File: src/rtl/apb_regfile_slave.sv
// rtl/apb_regfile_slave.sv - APB completer with RW register bank, read-only ID word and programmable wait states
//
// Ports:
//   clk       in   1   clock, rising edge
//   reset_n   in   1   asynchronous active-low reset
//   PSELx     in   1   slave select
//   PENABLE   in   1   access-phase strobe
//   PADDR     in  32   byte address
//   PWRITE    in   1   1 = write, 0 = read
//   PWDATA    in  32   write data
//   PREADY    out  1   transfer complete, one-cycle pulse (registered)
//   PRDATA    out 32   read data, valid with PREADY (registered)
//   PSLVERR   out  1   error response, valid with PREADY (registered)
//   ctrl_out  out 32   live value of register 0
module apb_regfile_slave #(
  parameter logic [31:0] BASE_ADDR   = 32'hABCD_1200,
  parameter int          NUM_REGS    = 16,
  parameter int          WAIT_STATES = 2,
  parameter logic [31:0] ID_VALUE    = 32'hA9B5_0001
) (
  input  logic        clk,
  input  logic        reset_n,
  input  logic        PSELx,
  input  logic        PENABLE,
  input  logic [31:0] PADDR,
  input  logic        PWRITE,
  input  logic [31:0] PWDATA,
  output logic        PREADY,
  output logic [31:0] PRDATA,
  output logic        PSLVERR,
  output logic [31:0] ctrl_out
);

  localparam int          IDX_W     = $clog2(NUM_REGS);
  localparam logic [31:0] ID_OFFSET = 32'(NUM_REGS * 4);
  localparam logic [3:0]  CNT_INIT  = 4'(WAIT_STATES);

  typedef enum logic [1:0] {
    S_IDLE   = 2'd0,
    S_ACCESS = 2'd1,
    S_DONE   = 2'd2
  } state_t;

  state_t state, state_nxt;

  logic [3:0]       cnt;
  logic [31:0]      regs [NUM_REGS];

  // Transfer attributes captured in the setup phase; the bus is ignored after that.
  logic             lat_write;
  logic             lat_err;
  logic             lat_is_id;
  logic [IDX_W-1:0] lat_idx;
  logic [31:0]      lat_wdata;

  // Address decode on the live bus, only consumed when latching a setup.
  logic [31:0]      offset;
  logic             dec_is_id;
  logic             dec_err;
  logic [IDX_W-1:0] dec_idx;

  assign offset    = PADDR - BASE_ADDR;
  assign dec_is_id = (offset == ID_OFFSET);
  assign dec_idx   = offset[IDX_W+1:2];
  // Wrap-around of the subtraction makes addresses below BASE_ADDR huge, so one compare covers both sides.
  assign dec_err   = (offset[1:0] != 2'b00) || (offset > ID_OFFSET) || (dec_is_id && PWRITE);

  logic setup;
  logic access_edge;
  logic commit;
  logic latch_en;
  logic wr_en;
  logic        pready_nxt;
  logic        pslverr_nxt;
  logic [31:0] prdata_nxt;

  assign setup       = PSELx && !PENABLE;
  assign access_edge = PSELx && PENABLE;
  assign commit      = (state == S_ACCESS) && access_edge && (cnt == 4'd0);

  // State register
  always_ff @(posedge clk or negedge reset_n) begin
    if (!reset_n) begin
      state <= S_IDLE;
    end else begin
      state <= state_nxt;
    end
  end

  // Next-state logic
  always_comb begin
    state_nxt = state;
    case (state)
      S_IDLE: begin
        if (setup) state_nxt = S_ACCESS;
      end
      S_ACCESS: begin
        if (!PSELx)      state_nxt = S_IDLE;
        else if (commit) state_nxt = S_DONE;
      end
      S_DONE: begin
        // A setup on the edge that ends DONE starts the next transfer without an idle cycle.
        state_nxt = setup ? S_ACCESS : S_IDLE;
      end
      default: state_nxt = S_IDLE;
    endcase
  end

  // Output / datapath control; response outputs are the registered form of these values
  always_comb begin
    latch_en    = setup && ((state == S_IDLE) || (state == S_DONE));
    wr_en       = commit && lat_write && !lat_err;
    pready_nxt  = commit;
    pslverr_nxt = commit && lat_err;
    prdata_nxt  = 32'h0;
    if (commit && !lat_write && !lat_err) begin
      prdata_nxt = lat_is_id ? ID_VALUE : regs[lat_idx];
    end
  end

  always_ff @(posedge clk or negedge reset_n) begin
    if (!reset_n) begin
      PREADY  <= 1'b0;
      PSLVERR <= 1'b0;
      PRDATA  <= 32'h0;
    end else begin
      PREADY  <= pready_nxt;
      PSLVERR <= pslverr_nxt;
      PRDATA  <= prdata_nxt;
    end
  end

  always_ff @(posedge clk or negedge reset_n) begin
    if (!reset_n) begin
      cnt       <= 4'd0;
      lat_write <= 1'b0;
      lat_err   <= 1'b0;
      lat_is_id <= 1'b0;
      lat_idx   <= '0;
      lat_wdata <= 32'h0;
    end else if (latch_en) begin
      cnt       <= CNT_INIT;
      lat_write <= PWRITE;
      lat_err   <= dec_err;
      lat_is_id <= dec_is_id;
      lat_idx   <= dec_idx;
      lat_wdata <= PWDATA;
    end else if ((state == S_ACCESS) && access_edge && (cnt != 4'd0)) begin
      cnt <= cnt - 4'd1;
    end
  end

  always_ff @(posedge clk or negedge reset_n) begin
    if (!reset_n) begin
      for (int i = 0; i < NUM_REGS; i++) begin
        regs[i] <= 32'h0;
      end
    end else if (wr_en) begin
      regs[lat_idx] <= lat_wdata;
    end
  end

  assign ctrl_out = regs[0];

endmodule

File: config.mk
export PLATFORM = sky130hd
export DESIGN_NAME = apb_regfile_slave
export DESIGN_NICKNAME = d
export VERILOG_FILES = /design/src/rtl/apb_regfile_slave.sv
export SDC_FILE = /design/constraint.sdc
export NUM_CORES = 1
export LEC_CHECK = 0
export CAP_MARGIN = 15
export CORE_MARGIN = 8
export CORE_UTILIZATION = 60
export CTS_BUF_LIST = sky130_fd_sc_hd__clkbuf_4 sky130_fd_sc_hd__clkbuf_8
export DETAILED_ROUTE_END_ITERATION = 16
export PLACE_DENSITY = 0.8
export SYNTH_ARGS = -nofsm -noshare
export SYNTH_HDL_FRONTEND = slang
export SYNTH_SLANG_ARGS = --single-unit
File: constraint.sdc
create_clock -name clk -period 2.94 [get_ports clk]
set_clock_uncertainty 0.05 [all_clocks]
set_input_delay 0.735 -clock clk [delete_from_list [all_inputs] [get_ports clk]]
set_output_delay 0.735 -clock clk [all_outputs]
set_load 0.005 [all_outputs]
==> results of run 1 <==
[sequential cells by signal (all words and copies together) (netlist names)]
signal,cells
lat_wdata,32
lat_err,1
lat_write,1
lat_is_id,1
lat_idx,4
ctrl_out,32
PREADY,1
PSLVERR,1
state,2
PRDATA,32
cnt,4
regs,480
[synth_stat cells (all sizes together) (6+ instances only)]
cell type,instances,area share [%]
a21oi,8,0.15
nand2b,6,0.14
nor2b,28,0.66
nor2,41,0.61
nand2,133,1.9
clkbuf,66,0.93
inv,10,0.14
mux2,513,22
dfrtp,591,55
mux4,160,14
o21ai,7,0.13
buf,99,2.3
[kinds of logic (layout without fill, tap and decap cells)]
logic type	count (synthesis)	count (layout)	share of synthesized area, %
compound gates	44	44	1.173
flops	591	591	55.46
simple gates	252	252	4.537
buf+inv	175	427	3.350
mux	675	675	35.25
fa+ha+maj	2	2	0.09383
xor+xnor	4	4	0.1314
[how the worst min path moves through the flow]
stage | startpoint | endpoint | slack (ps)
detailed placement | regs[475] | regs[475] | 430
floorplan | reset_n | PRDATA[0] | 390
global placement | regs[125] | regs[125] | 420
CTS | regs[125] | regs[125] | 450
finish | regs[30] | regs[30] | 450
global route | regs[179] | regs[179] | 460
[per-layer routing]
layer | track usage [%] | vias up | routed length [µm]
met4 | 6.999 | 0 | 1313
li1 | - | 6721 | -
met5 | 0 | - | 0
met2 | 40.72 | 413 | 30890
met1 | 35.08 | 8548 | 27260
met3 | 4.656 | 103 | 3045
[power by group through the flow]
stage	sequential [mW]	combinational (mW)	clock [mW]
floorplan	8.50	0.948	0
detailed placement	8.86	1.36	0
finish	8.72	1.34	7.77
global placement	8.84	1.33	0
CTS	8.71	1.36	7.91
global route	8.76	1.45	8.26
[cells in the final DEF (no fill, tap or decap), types with 4 or more instances in the layout]
cell type,netlist,routed
nand2_1,133,131
nand2b_1,6,6
a21oi_1,8,8
nor2_4,0,6
nor2b_1,28,28
clkbuf_4,0,30
nor2_1,37,34
o21ai_0,7,7
mux4_2,160,160
inv_1,10,10
clkbuf_8,0,126
buf_4,45,74
mux2_2,485,485
bufinv_16,0,4
clkdlybuf4s50_1,0,133
nand4b_1,4,4
a211oi_1,4,4
nand4_1,4,4
buf_12,0,34
mux2_1,28,28
clkinv_2,0,11
dfrtp_1,591,587
[cell type report]
type                       instances  area (µm²)  area share, %
clock buffer                     156        1959          6.245
clock inverter                    18       200.2         0.6380
multi-input combinational        977       11050          35.21
sequential                       591       14800          47.17
inverter                          10       37.54         0.1196
tap                              592       740.7          2.361
timing repair buffer             243        2592          8.263
[through the flow]
step	util, %	power (mW)
after floorplan	-	9.445
after global placement	66.34	10.17
after detailed placement	66.34	10.21
after CTS	71.26	17.98
after global routing	71.26	18.48
final	71.26	17.83
[worst max-delay path: stages]
cell,delay (ps)
clkdlybuf4s50_1,510
nand4b_1,140
buf_4,180
nor4b_1,390
nand3b_1,130
buf_4,200
nor2_4,240
buf_12,220
mux2_2,350
[timing repair]
action,4_1_cts,5_1_grt
setup buffers,0,0
hold endpoints to repair,47,0
hold buffers,1,0
==> qor.yml, run 1 <==
synthesis:
  syn_avg_cell_area_um2: 15.30
  ys_seq_elements: 591
  seq_area_frac_synth_pct: 55.46
  syn-instance-count: 1743
  synthFlopType: "dfrtp_1"
  synth_edf_count: 0
  synth-async-reset-ratio_pct: 100.0
  netlist_area_mm2: 0.02667
  syn-num-nets: 1814
  yosys.cell_types.count: 58
  yosysWarnings: 0
drt:
  finalWirelength_mm: 62.51
  via_count: 15785
  wl_per_cell_um: 24.16
  drtIter0Drc: 1270
  drc: 0
  firstDrtPassIters: 5
  ant_nets: 0
  vias_per_cell: 6.102
cells_and_area:
  fillers: 2779
  drive_above_1_share_pct: 47.82
  nets: 1987
  finalInstanceArea_mm2: 0.03138
  fin_cells: 2587
  antenna_cells: 0
  area_growth_pct: 17.67
timing:
  fin_setup_tns_ps: 0
  finalCritPeriodShare_pct: 88.53
  final_hold_viol_count: 0
  hold_slack_ps: 448.2
  rsz0062_at_grt: "no"
  min_period_ps: 2603
  drv_slew: 0
  worst_pin_slew_ps: 944.9
  setup_viol_count_final: 0
  setup_slack_ps: 337.1
  max-slew-margin-rel_pct: 37.00
  fmax_mhz: 384.2
clock_tree:
  cts_tree: "done"
  cts_buffers: 93
  clkLatencyLatePin_ps: 660
  postCtsResizedCells: 0
  cts_buffer_depth: 3
  htree_levels: 3
  clkTransAtPathRegs_ps: 60
  clock-sinks: 591
  clockRootBuffer: "clkbuf_8"
setup_path:
  crit_start: "PENABLE"
  rr_endpoint: "regs[94]"
  crit_fanout: 15
  cp.required_ps: 3430
  rrSetupSlack_ps: 360
  crit_type: "primary input to flip-flop"
  reg2reg_depth: 9
  endpoint_kind: "flip-flop"
  start_kind: "primary input"
  r2r-start: "cnt[0]"
  timing.critical_path.to: "regs[94]"
  crit_arrival_ps: 3090
floorplanning:
  coreArea_mm2: 0.04403
  dieArea_mm2: 0.05145
  rows: 77
  die_y_um: 226.8
  num_io_pins: 135
  die_w_um: 226.8
  floorplan.initialDensity_pct: 60.56
power_and_ir_drop:
  p_sw_mw: 4.419
  switching_share_pct: 24.79
  p_int_mw: 13.41
  seqPwrFrac_pct: 48.9
  p_leak_nw: 15.09
  clkPwrFrac_pct: 43.6
  peakVddDrop_uv: 362.7
  combPwrFrac_pct: 7.5
  p_per_area_mw_per_mm2: 568.1
placement:
  io_buffers: 134
  dp_cells: 2412
  place_hpwl_mm: 39.77
  place.gp.congestion: 0.8726
  place_area_mm2: 0.02921
  dp_slack_ps: -267.0
run_status:
  outcome: "finished, final reports clean"
hold_path:
  hold_path_depth: 1
  hp-class: "flip-flop to flip-flop"
run:
  cap_violations: 0
global_routing:
  antenna_found_initial: 0
  grt_max_degree: 74
  gr-total-overflow: 0
  grtUsageTotal_pct: 25.19
  grt_pass1_wl_mm: 99.62
  grt_pass1_vias: 17182
Note: power is estimated with default switching activity, not from simulation.
==> run 2: changes to the inputs <==
- clock period: 2.94 -> 2.9 ns (I/O delays scaled with it)
==> run 2 against run 1 <==
Die area did not move. Critical path depth rose by 1. Cell area fell by 0.26%. Sequential cell count did not move. Critical endpoint is now lat_err. Largest cell class unchanged. Highest routed layer unchanged.
==> qor.yml, run 2 (synthesized netlist as in run 1, its figures left out) <==
setup_path:
  critPathMaxStageDelay_ps: 590  # +80 ps
  endpoint_kind: "flip-flop"
  worst-path-buf-inv: 2  # -2
  crit_type: "primary input to flip-flop"
  cp_slowest_cell: "a211oi_1"
  worstPathCellList: "clkdlybuf4s50_1, inv_1, ha_1, nand2b_1, a211oi_1, o21a_1, o311ai_0, nand4b_1, nor4_1, o21bai_1"
  start_kind: "primary input"
  crit_arrival_ps: 3210  # +120 ps
  cp.required_ps: 3440  # about the same
  cp_top_family: "compound AO/OA/AOI/OAI gates"
  crit_fanout: 5  # -10
  cp.depth: 10  # +1
  reg2reg_depth: 9  # unchanged
clock_tree:
  cts_buffers: 95  # +2.2%
  clkLatencyLatePin_ps: 660  # about the same
  cts_buffer_depth: 3  # unchanged
  clkTransAtPathRegs_ps: 60  # about the same
  postCtsHoldBufs: 1  # unchanged
  clockRootBuffer: "clkbuf_8"
  postCtsResizedCells: 0  # unchanged
  clock-sinks: 591  # unchanged
  htree_levels: 3  # unchanged
  cts_tree: "done"
  cts_setup_buffers: 0  # unchanged
power_and_ir_drop:
  seqPwrFrac_pct: 49.9  # +1.0 points
  peakVddDrop_uv: 440.7  # +21%
  p_sw_mw: 4.384  # -0.79%
  combPwrFrac_pct: 7.5  # about the same
  p_leak_nw: 15.05  # -0.28%
  p_int_mw: 13.31  # -0.74%
  p_per_area_mw_per_mm2: 565.3  # -0.49%
  clkPwrFrac_pct: 42.5  # -1.1 points
  switching_share_pct: 24.78  # about the same
timing:
  final_hold_viol_count: 0  # unchanged
  setup_viol_count_final: 0  # unchanged
  min_period_ps: 2669
  fmax_mhz: 374.7
  max-slew-margin-rel_pct: 53.64  # +17 points
  rsz0062_at_grt: "no"
  finalCritPeriodShare_pct: 92.02
  drv_slew: 0  # unchanged
  worst_pin_slew_ps: 695.3  # -249.6 ps
  hold_slack_ps: 435.3  # -12.91 ps
run_status:
  outcome: "finished, final reports clean"
global_routing:
  grtUsageTotal_pct: 25.32  # +0.13 points
  gr-total-overflow: 0  # unchanged
  grt_pass1_vias: 17281  # +0.58%
  antenna_found_initial: 0  # unchanged
  grt_pass1_wl_mm: 99.73  # +0.11%
  grt_max_degree: 76  # +2.7%
drt:
  finalWirelength_mm: 62.72  # +0.33%
  vias_per_cell: 6.102  # about the same
  ant_nets: 0  # unchanged
  via_count: 15767  # -0.11%
  firstDrtPassIters: 5  # unchanged
  drtIter0Drc: 1240  # -2.4%
  wl_per_cell_um: 24.27  # +0.45%
  drc: 0  # unchanged
cells_and_area:
  layout_common_cells: "587 x dfrtp_1, 485 x mux2_2, 160 x mux4_2"
  antenna_cells: 0  # unchanged
  fillers: 2853  # +2.7%
  final_common_cell: "dfrtp_1"
  nets: 1995  # +0.40%
  final_util_pct: 71.08  # -0.19 points
  top_register: "regs"
  area_growth_pct: 17.36
  largest_reg_flops: 480  # unchanged
  drive_above_1_share_pct: 47.74  # -0.079 points
floorplanning:
  num_io_pins: 135  # unchanged
  die_y_um: 226.8  # unchanged
  dieArea_mm2: 0.05145  # unchanged
  coreArea_mm2: 0.04403  # unchanged
  die_w_um: 226.8  # unchanged
  rows: 77  # unchanged
  floorplan.initialDensity_pct: 60.56  # unchanged
placement:
  place.gp.congestion: 0.8894  # +1.9%
  place_hpwl_mm: 39.65  # -0.29%
  io_buffers: 134  # unchanged
hold_path:
  hold_path_depth: 1  # unchanged
  hp-class: "flip-flop to flip-flop"
run:
  cap_violations: 0  # unchanged
[run 2: final cells by class]
class | count | area, µm² | area share [%]
Multi-Input combinational cell | 977 | 11050 | 35.30
Timing Repair Buffer | 249 | 2638 | 8.428
Sequential cell | 591 | 14800 | 47.29
Clock inverter | 10 | 105.1 | 0.3359
Inverter | 10 | 37.54 | 0.1199
Tap cell | 592 | 740.7 | 2.367
Clock buffer | 155 | 1927 | 6.157
[run 2: per-layer routing]
metal,vias up,GRT usage (%),share of wire (%)
met1,8460,34.07,42
met5,-,0,0
li1,6726,-,-
met3,130,5.341,5.6
met4,0,8.602,2.9
met2,451,41.00,49
[run 2: path summary, 6_finish.rpt]
kind,end,slack (ps),start
min,regs[99],440,regs[99]
max,lat_err,230,PADDR[9]
min reg2reg,regs[99],440,regs[99]
min in group asynchronous,ctrl_out[5],590,reset_n
max in group asynchronous,regs[20],1320,reset_n
max reg2reg,regs[451],290,cnt[0]
[run 2: power by group through the flow]
| stage | Sequential [mW] | Clock (mW) | Combinational [mW] |
|---|---|---|---|
| 2_1_floorplan | 8.61 | 0 | 0.961 |
| 3_5_place_dp | 8.97 | 0 | 1.35 |
| 6_report | 8.83 | 7.52 | 1.33 |
| 5_1_grt | 8.88 | 8.00 | 1.46 |
| 4_1_cts | 8.83 | 7.64 | 1.36 |
| 3_3_place_gp | 8.96 | 0 | 1.33 |
[run 2: metrics by stage]
stage | total power [mW] | std cells | setup WS [ps] | cell area (µm²) | setup TNS [ps]
floorplan | 9.575 | 1743 | 462.2 | 26670 | 0
global placement | 10.29 | 2418 | -248.1 | 29250 | -60050
detailed placement | 10.33 | 2418 | -353.6 | 29250 | -92060
CTS | 17.83 | 2584 | 307.8 | 31290 | 0
global route | 18.34 | 2584 | 140.1 | 31290 | 0
finish | 17.69 | 2584 | 231.3 | 31290 | 0
==> run 3: changes to the inputs <==
- SLEW_MARGIN: default -> 20
- clock period: 2.9 -> 3.4 ns (I/O delays scaled with it)
==> run 3 against run 2 <==
Sequential cell count unchanged. Critical path depth is 1 lower. Hold slack worse by 320 ps. Wire length rose by 0.71%. Core utilization shrank 0.64 points. Non-clock buffer count down 38. Sequential power down 14%. Register-to-register slack improved by 340 ps. Worst setup slack better by 380 ps. Critical endpoint unchanged. Sequential share of layout area grew 0.43 points.
==> qor.yml, run 3 (synthesized netlist as in run 1, its figures left out) <==
setup_path:
  cp_top_family: "compound AO/OA/AOI/OAI gates"
  crit_type: "primary input to flip-flop"
  reg2reg_depth: 4  # -5
  cp.required_ps: 3880  # +440 ps
  worst-path-buf-inv: 2  # unchanged
  start_kind: "primary input"
  critPathMaxStageDelay_ps: 570  # -20 ps
  cp_slowest_cell: "a211oi_1"
  worstPathCellList: "clkdlybuf4s50_1, inv_1, ha_1, nand2b_1, a211oi_1, o21ai_0, a311o_1, nor4_1, o21bai_1"
  crit_arrival_ps: 3270  # +60 ps
  endpoint_kind: "flip-flop"
  cp.depth: 9  # -1
  crit_fanout: 5  # unchanged
global_routing:
  gr-total-overflow: 0  # unchanged
  grt_pass1_wl_mm: 100.1  # +0.40%
  grtUsageTotal_pct: 25.48  # +0.15 points
  antenna_found_initial: 0  # unchanged
  grt_pass1_vias: 17155  # -0.73%
  grt_max_degree: 113  # +49%
clock_tree:
  clkTransAtPathRegs_ps: 60  # about the same
  clkLatencyLatePin_ps: 660  # about the same
  clock-sinks: 591  # unchanged
  clockRootBuffer: "clkbuf_8"
  htree_levels: 3  # unchanged
  postCtsHoldBufs: 0  # -1
  cts_buffers: 94  # -1.1%
  cts_buffer_depth: 3  # unchanged
  cts_tree: "done"
  postCtsResizedCells: 0  # unchanged
  cts_setup_buffers: 0  # unchanged
timing:
  worst_pin_slew_ps: 797.5  # +102.1 ps
  min_period_ps: 2790
  drv_slew: 0  # unchanged
  final_hold_viol_count: 0  # unchanged
  rsz0062_at_grt: "no"
  setup_slack_ps: 610.2  # +378.9 ps
  max-slew-margin-rel_pct: 46.83  # -6.8 points
  finalCritPeriodShare_pct: 82.05
  setup_viol_count_final: 0  # unchanged
  fmax_mhz: 358.5
  fin_setup_tns_ps: 0  # unchanged
cells_and_area:
  finalInstanceArea_mm2: 0.03101  # -0.90%
  layout_common_cells: "587 x dfrtp_1, 485 x mux2_2, 160 x mux4_2"
  area_growth_pct: 16.30
  largest_reg_flops: 480  # unchanged
  nets: 1956  # -2.0%
  top_register: "regs"
  fin_cells: 2550  # -1.3%
  antenna_cells: 0  # unchanged
  final_common_cell: "dfrtp_1"
  drive_above_1_share_pct: 46.88  # -0.86 points
placement:
  dp_slack_ps: -30.31  # +323.3 ps
  place_area_mm2: 0.02896  # -0.99%
  place.gp.congestion: 0.8519  # -4.2%
  dp_cells: 2381  # -1.5%
  io_buffers: 134  # unchanged
  place_hpwl_mm: 38.62  # -2.6%
floorplanning:
  floorplan.initialDensity_pct: 60.56  # unchanged
  die_w_um: 226.8  # unchanged
  coreArea_mm2: 0.04403  # unchanged
  num_io_pins: 135  # unchanged
  dieArea_mm2: 0.05145  # unchanged
  die_y_um: 226.8  # unchanged
  rows: 77  # unchanged
drt:
  vias_per_cell: 6.143  # +0.67%
  ant_nets: 0  # unchanged
  firstDrtPassIters: 5  # unchanged
  finalWirelength_mm: 63.16  # +0.71%
  via_count: 15664  # -0.65%
  drc: 0  # unchanged
  drtIter0Drc: 1005  # -19%
  wl_per_cell_um: 24.77  # +2.1%
run_status:
  outcome: "finished, final reports clean"
power_and_ir_drop:
  p_per_area_mw_per_mm2: 485.7  # -14%
  peakVddDrop_uv: 333.0  # -24%
  p_leak_nw: 14.88  # -1.1%
run:
  cap_violations: 0  # unchanged
hold_path:
  hp-class: "primary input to asynchronous set/reset pin"
[run 3: cell types whose count changed in the layout (fill, tap and decap cells not counted), sizes merged]
cell,before,now
clkinvlp,2,3
bufinv,2,1
inv,10,11
buf,115,78
clkinv,6,9
dlygate4sd3,1,0
[run 3: worst register-to-register path, cell delays in order (launching register included)]
cell     delay, ps
dfrtp_4        920
buf_4          460
mux4_2         590
mux4_2         470
nor2b_1        150
[run 3: where the power goes]
part           internal [mW]  switching (mW)  leakage (nW)
registers               7.12           0.425          8.19
logic                  0.478           0.590          5.61
clock network           3.67            2.78          1.09
total                   11.3            3.79          14.9
[run 3: cell type report]
cell class                      instances  area, µm²
Sequential cell                       591      14800
Fill cell                            2876      13020
Multi-Input combinational cell        977      11050
Timing Repair Buffer                  211       2337
Clock buffer                          155       1939
Tap cell                              592      740.7
Clock inverter                         14      110.1
Inverter                               10      37.54
[run 3: per-layer routing]
layer	up-vias	GRT usage (%)	part of all wire [%]
li1	6643	-	-
met1	8455	34.56	42
met2	443	41.32	50
met3	123	4.333	5.3
met4	0	9.581	3.0
met5	-	0	0
[run 3: path summary, 6_finish.rpt]
path | from | endpoint | slack, ps
worst max register to register | lat_idx[0] | PRDATA[10] | 630
worst max-delay path | PADDR[9] | lat_err | 610
worst min register to register | regs[124] | regs[124] | 430
min in group clk | regs[124] | regs[124] | 430
worst min-delay path | reset_n | regs[5] | 120
max in group asynchronous | reset_n | regs[80] | 2150
[run 3: stage by stage]
step	power (mW)	util, %	hold slack, ps
floorplan	8.167	-	403.2
global placement	8.724	65.78	414.0
detailed placement	8.753	65.78	424.2
CTS	15.20	70.43	96.24
global route	15.64	70.43	132.6
finish	15.06	70.43	119.9
